**config.mk**
```make
export PLATFORM = sky130hd
export DESIGN_NAME = kf_reg_file_flat
export DESIGN_NICKNAME = d
export VERILOG_FILES = /design/src/rtl/kf_reg_file_if.sv /design/src/rtl/kf_reg_file.sv /design/src/flat_wrapper.sv
export SDC_FILE = /design/constraint.sdc
export NUM_CORES = 2
export LEC_CHECK = 0
export CORE_MARGIN = 5
export CORE_UTILIZATION = 46
export CTS_CLUSTER_DIAMETER = 50
export DETAILED_ROUTE_END_ITERATION = 7
export PLACE_DENSITY = 0.74
export SYNTH_ARGS = -nofsm -noshare
export SYNTH_HDL_FRONTEND = slang
export SYNTH_SLANG_ARGS = --single-unit
```
**constraint.sdc**
```tcl
create_clock -name clk -period 58 [get_ports clk]
set_input_delay 8.7 -clock clk [delete_from_list [all_inputs] [get_ports clk]]
set_output_delay 8.7 -clock clk [all_outputs]
set_load 0.02 [all_outputs]
```
**src/rtl/kf_reg_file_if.sv**
```systemverilog
// kf_reg_file_if: write, read, accumulator and bulk-clear signals of the register file
interface kf_reg_file_if #(
    parameter int W     = 24,
    parameter int ADDRW = 5,
    parameter int NRP   = 2,
    parameter int NACC  = 2
);
    logic                  clr_start;
    logic                  clr_busy;
    logic                  clr_done;
    logic                  wr_en;
    logic [ADDRW-1:0]      wr_addr;
    logic [W-1:0]          wr_data;
    logic                  wr_drop;
    logic [NRP*ADDRW-1:0]  rd_addr;
    logic [NRP*W-1:0]      rd_data;
    logic [NACC*2-1:0]     acc_op;
    logic [NACC*W-1:0]     acc_d;
    logic [NACC*W-1:0]     acc_q;
    logic [NACC-1:0]       acc_ovf;

    modport master (
        output clr_start, wr_en, wr_addr, wr_data, rd_addr, acc_op, acc_d,
        input  clr_busy, clr_done, wr_drop, rd_data, acc_q, acc_ovf
    );

    modport slave (
        input  clr_start, wr_en, wr_addr, wr_data, rd_addr, acc_op, acc_d,
        output clr_busy, clr_done, wr_drop, rd_data, acc_q, acc_ovf
    );
endinterface

```
**src/rtl/kf_reg_file.sv**
```systemverilog
// kf_reg_file: multi-port register bank with forwarding, saturating accumulators and bulk clear
module kf_reg_file #(
    parameter int W       = 24,
    parameter int NR      = 32,
    parameter int ADDRW   = 5,
    parameter int NRP     = 2,
    parameter int NACC    = 2,
    parameter int FORWARD = 1,
    parameter int RDLAT   = 0
) (
    input  logic          clk,
    input  logic          rst,
    kf_reg_file_if.slave  bus
);
    localparam logic [31:0] NR_U = 32'(NR);

    typedef enum logic {IDLE, CLEAR} state_t;

    state_t            state_q, state_d;
    logic [ADDRW-1:0]  cnt_q, cnt_d;
    logic              clr_done_q, clr_done_d;
    logic              wr_drop_q, wr_drop_d;
    logic [W-1:0]      mem_q [NR];
    logic [W-1:0]      mem_d [NR];
    logic [NACC*W-1:0] acc_val_q, acc_val_d;
    logic [NACC-1:0]   ovf_q, ovf_d;
    logic [NRP*W-1:0]  rd_d;
    logic              wr_ok;

    // A write is refused while clearing and in the cycle a clear is requested
    assign wr_ok = bus.wr_en && (32'(bus.wr_addr) < NR_U) && (state_q == IDLE) && !bus.clr_start;

    always_comb begin
        mem_d      = mem_q;
        state_d    = state_q;
        cnt_d      = cnt_q;
        clr_done_d = 1'b0;
        wr_drop_d  = bus.wr_en && !wr_ok;
        if (state_q == IDLE) begin
            state_d = bus.clr_start ? CLEAR : IDLE;
            cnt_d   = '0;
        end else begin
            mem_d[cnt_q] = '0;
            cnt_d        = cnt_q + 1'b1;
            state_d      = (32'(cnt_q) == NR_U - 1) ? IDLE : CLEAR;
            clr_done_d   = (32'(cnt_q) == NR_U - 1);
        end
        if (wr_ok)
            mem_d[bus.wr_addr] = bus.wr_data;
    end

    for (genvar p = 0; p < NRP; p++) begin : g_rd
        logic [ADDRW-1:0] ra;
        assign ra = bus.rd_addr[p*ADDRW +: ADDRW];
        assign rd_d[p*W +: W] = (32'(ra) >= NR_U) ? '0 :
                                (FORWARD != 0 && wr_ok && bus.wr_addr == ra) ? bus.wr_data :
                                mem_q[ra];
    end

    if (RDLAT == 1) begin : g_rdreg
        logic [NRP*W-1:0] rd_q;
        always_ff @(posedge clk or posedge rst)
            if (rst) rd_q <= '0;
            else     rd_q <= rd_d;
        assign bus.rd_data = rd_q;
    end else begin : g_rdcomb
        assign bus.rd_data = rd_d;
    end

    for (genvar i = 0; i < NACC; i++) begin : g_acc
        logic [1:0]          op;
        logic signed [W-1:0] a, d;
        logic signed [W:0]   sum;
        logic                sat_hi, sat_lo;
        assign op     = bus.acc_op[2*i +: 2];
        assign a      = acc_val_q[i*W +: W];
        assign d      = bus.acc_d[i*W +: W];
        assign sum    = {a[W-1], a} + {d[W-1], d};
        // Sign bits of the W+1 sum disagree exactly when the result leaves the W-bit range
        assign sat_hi = !sum[W] && sum[W-1];
        assign sat_lo = sum[W] && !sum[W-1];
        assign acc_val_d[i*W +: W] = (op == 2'b01) ? d :
                                     (op == 2'b11) ? '0 :
                                     (op == 2'b00) ? a :
                                     sat_hi ? {1'b0, {(W-1){1'b1}}} :
                                     sat_lo ? {1'b1, {(W-1){1'b0}}} : sum[W-1:0];
        assign ovf_d[i] = (op == 2'b11) ? 1'b0 :
                          (op == 2'b10 && (sat_hi || sat_lo)) ? 1'b1 : ovf_q[i];
    end

    always_ff @(posedge clk or posedge rst) begin
        if (rst) begin
            state_q    <= IDLE;
            cnt_q      <= '0;
            clr_done_q <= 1'b0;
            wr_drop_q  <= 1'b0;
            acc_val_q  <= '0;
            ovf_q      <= '0;
            for (int k = 0; k < NR; k++) mem_q[k] <= '0;
        end else begin
            state_q    <= state_d;
            cnt_q      <= cnt_d;
            clr_done_q <= clr_done_d;
            wr_drop_q  <= wr_drop_d;
            acc_val_q  <= acc_val_d;
            ovf_q      <= ovf_d;
            mem_q      <= mem_d;
        end
    end

    assign bus.clr_busy = (state_q == CLEAR);
    assign bus.clr_done = clr_done_q;
    assign bus.wr_drop  = wr_drop_q;
    assign bus.acc_q    = acc_val_q;
    assign bus.acc_ovf  = ovf_q;
endmodule

```
**src/flat_wrapper.sv**
```systemverilog
// flat-port wrapper written by rule: the top's interface ports become plain ports
module kf_reg_file_flat 
#(
    parameter int W       = 24,
    parameter int NR      = 32,
    parameter int ADDRW   = 5,
    parameter int NRP     = 2,
    parameter int NACC    = 2,
    parameter int FORWARD = 1,
    parameter int RDLAT   = 0
)
  (clk, rst, bus_clr_start, bus_wr_en, bus_wr_addr, bus_wr_data, bus_rd_addr, bus_acc_op, bus_acc_d, bus_clr_busy, bus_clr_done, bus_wr_drop, bus_rd_data, bus_acc_q, bus_acc_ovf);
  kf_reg_file_if #(.W(W), .ADDRW(ADDRW), .NRP(NRP), .NACC(NACC)) bus_i ();
  input  logic clk;
  input  logic rst;
  input wire logic [$bits(bus_i.clr_start)-1:0] bus_clr_start;
  input wire logic [$bits(bus_i.wr_en)-1:0] bus_wr_en;
  input wire logic [$bits(bus_i.wr_addr)-1:0] bus_wr_addr;
  input wire logic [$bits(bus_i.wr_data)-1:0] bus_wr_data;
  input wire logic [$bits(bus_i.rd_addr)-1:0] bus_rd_addr;
  input wire logic [$bits(bus_i.acc_op)-1:0] bus_acc_op;
  input wire logic [$bits(bus_i.acc_d)-1:0] bus_acc_d;
  output wire logic [$bits(bus_i.clr_busy)-1:0] bus_clr_busy;
  output wire logic [$bits(bus_i.clr_done)-1:0] bus_clr_done;
  output wire logic [$bits(bus_i.wr_drop)-1:0] bus_wr_drop;
  output wire logic [$bits(bus_i.rd_data)-1:0] bus_rd_data;
  output wire logic [$bits(bus_i.acc_q)-1:0] bus_acc_q;
  output wire logic [$bits(bus_i.acc_ovf)-1:0] bus_acc_ovf;
  assign bus_i.clr_start = bus_clr_start;
  assign bus_i.wr_en = bus_wr_en;
  assign bus_i.wr_addr = bus_wr_addr;
  assign bus_i.wr_data = bus_wr_data;
  assign bus_i.rd_addr = bus_rd_addr;
  assign bus_i.acc_op = bus_acc_op;
  assign bus_i.acc_d = bus_acc_d;
  assign bus_clr_busy = bus_i.clr_busy;
  assign bus_clr_done = bus_i.clr_done;
  assign bus_wr_drop = bus_i.wr_drop;
  assign bus_rd_data = bus_i.rd_data;
  assign bus_acc_q = bus_i.acc_q;
  assign bus_acc_ovf = bus_i.acc_ovf;
  kf_reg_file #(.W(W), .NR(NR), .ADDRW(ADDRW), .NRP(NRP), .NACC(NACC), .FORWARD(FORWARD), .RDLAT(RDLAT)) u_core (.clk(clk), .rst(rst), .bus(bus_i));
endmodule
```
==> reports/results.ini <==
[synthesis]
synthSimpleGateAreaFrac = 0.150
yosysTopAreaCell = dfrtp_1
synthFlopType = dfrtp_1
yosys.area_share.xor_xnor = 0.00841
avgSynthCellArea_um2 = 9.83
synth.yosys.seq_area_share = 0.431
synth_top_family_by_area = multiplexers
synth_area_um2 = 47900
syn_nets = 5030
muxShareOfSynthArea = 0.237
ys_ff_latch = 826
yosysTopAreaCellShare = 0.431
synth_cells = 4876
synth-compound-area-share = 0.117
synth_warnings = 0
synth_edf_count = 0
synth_cell_types = 62
async_reset_ff_frac = 1.00
synthTopCellsByArea = dfrtp_1 (43%), mux4_2 (23%), nand2_1 (13%)
synth_fa_ha_area_frac = 0.0157

[sta]
fin_crit_ns = 22.15
fin_tns_setup_ns = 0
fin_skew_ns = 0.0466
hold_viol = 0
slew_headroom = 0.171
tightest_slew_ns = 1.24
max_freq_ghz = 0.0451
grt_setup_unrepaired = no
finalSetupViolCount = 0
period_share = 0.382
drv_slew = 0

[clock_tree]
worst_skew_pair.late_latency_ns = 0.73
cts_sinks = 826
cts_max_level = 3
cts_made_buffers = 101
root_buffer = clkbuf_16
path_clk_slew_ns = 0.06
clockBufferDepth = 3
cts_tree = built
holdBufCountCts = 0
post_cts_resized = 0
post_cts_buffers = 0

[place]
io_buffers = 195
gp_congestion = 0.911
dp_hpwl_um = 94100

[global_routing]
grt_pass1_wl_um = 248000
antenna_found_initial = 15
grt_max_degree = 118
first_global_vias = 41200
grt-ovfl-total = 0
grt.total_usage = 0.291

[finish]
drive_gt1_frac = 0.172
syn_to_final_growth_pct = 13.6
nFillCells = 8781
layout_common_cells = nand2_1 (1654), o21ai_0 (885), dfrtp_1 (826), mux4_2 (480), clkdlybuf4s50_1 (185)
regArea_um2 = 20700
fin_nets = 4948
multi_input_area_um2 = 25600
final_common_cell = nand2_1

[floorplan]
coreArea_um2 = 103000
fp-row-count = 118
start_util = 0.463
die_height_um = 333
io_pins = 196
die_w_um = 333
dieArea_um2 = 111000

[routing]
ant_nets = 0
drt_iter0_drc = 5535
via_count = 40100
drc = 5
wl_um = 164000
drt-vias-per-instance = 6.40
routedWlPerCell_um = 26.2
drt_first_pass_iters = 8

[power_and_ir_drop]
power_leakage_nw = 22.1
powerDensity_nw_per_um2 = 50.5
power.total_mw = 2.75
vdd_drop_max_mv = 0.0401

[critical_path]
endpoint_kind = primary output
startpoint_type = primary input
cp.required_ns = 49.30
timing.rr.end = u_core.bus.acc_q[46]
arrival_ns = 13.45
regToRegStartpoint = u_core.bus.acc_q[24]
r2r_cells = 15
rrSetupSlack_ns = 53.70
crit_type = in -> out
worstPathMaxFanout = 65

[worst_hold_path]
holdCritPathClass = reg -> reg
holdPathStages = 1
hold_end = u_core.cnt_q[0]
min_from = u_core.cnt_q[0]

[status]
violations = DRC
status = finished with violations

[job]
timing.max_cap.violations = 0

## area by class of cell
| class | instances | share of cell area |
|---|---|---|
| inverter | 30 | 0.00221 |
| clock buffer | 128 | 0.0520 |
| multi-input combinational | 3541 | 0.470 |
| tap | 1380 | 0.0317 |
| timing repair buffer | 294 | 0.0496 |
| antenna | 6 | 0.000276 |
| clock inverter | 64 | 0.0149 |
| sequential | 826 | 0.380 |
## synth_stat cells (all sizes together), types with 3 or more instances
cell and n:
nor3b 5, and3 8, mux4 480, nor2b 9, a211oi 8, o31ai 9, inv 30, nand3 11
nand4 5, nor2 75, mux2i 53, nand2 1673, or3 6, o21bai 8, o211ai 4, dfrtp 826
o221ai 13, ha 57, a221oi 4, a21oi 77, xor2 25, a31oi 4, a22o 4, buf 72
nor3 12, o21ai 886, o21a 6, and2 14, nand3b 3, o22ai 4, a21o 16, xnor2 21
or2 5, nand2b 9, clkbuf 407
## state kept, by name, summed over array words and instances (netlist names)
signal,cells
u_core.bus.clr_done,1
u_core.bus.acc_q,48
u_core.bus.clr_busy,1
u_core.bus.wr_drop,1
u_core.cnt_q,5
u_core.bus.acc_ovf,2
u_core.mem_q,768
## power breakdown
| part | total [mW] | switching, mW | internal [mW] | leakage (nW) |
|---|---|---|---|---|
| sequential | 1.08 | 0.227 | 0.850 | 10.4 |
| combinational | 0.991 | 0.505 | 0.486 | 9.96 |
| clock | 0.682 | 0.277 | 0.405 | 1.79 |
| total | 2.75 | 1.01 | 1.74 | 22.1 |
## layer usage
metal | part of all wire | vias up | global-route usage
met3 | 0.14 | 707 | 0.102
met4 | 0.070 | 14 | 0.173
met5 | 0.00054 | - | 0
met2 | 0.45 | 3004 | 0.445
met1 | 0.34 | 19400 | 0.357
li1 | - | 16900 | -
## worst max-delay path, cell delays in order
cell and delay (ns):
buf_8 0.52, buf_4 0.79, buf_4 0.88, mux4_2 0.61
mux4_2 0.55, mux2i_1 0.54, o21ai_0 0.19, clkdlybuf4s50_1 0.57
## through the flow
stage / setup slack [ns] / util / cells / hold WS, ns / area (um2)
detailed placement: 35.83 / 0.491 / 6071 / 0.507 / 50800
finish: 35.85 / 0.526 / 6269 / 0.517 / 54400
global placement: 35.81 / 0.491 / 6071 / 0.501 / 50800
global route: 35.50 / 0.526 / 6264 / 0.537 / 54400
floorplan: 26.10 / - / 4876 / 0.474 / 47900
CTS: 35.83 / 0.526 / 6263 / 0.517 / 54400
## how the worst max path moves through the flow
stage	from	end	slack (ns)	depth (start not counted)
2_1_floorplan	rst	u_core.bus.acc_ovf[0]	26.10	1
3_3_place_gp	bus_rd_addr[5]	bus_rd_data[39]	35.81	8
3_5_place_dp	bus_rd_addr[5]	bus_rd_data[39]	35.83	8
4_1_cts	bus_rd_addr[5]	bus_rd_data[39]	35.83	8
5_1_grt	bus_rd_addr[5]	bus_rd_data[39]	35.50	8
6_report	bus_rd_addr[5]	bus_rd_data[39]	35.85	8
## cells by family after synthesis
group | after synthesis
buffers and inverters | 509
xor gates and xnor gates | 46
DFF | 826
adders and majority gates | 59
muxes | 533
AOI/OAI and AO/OA | 1059
and+or+nand+nor | 1844
Power figures use the tool's default switching activity.
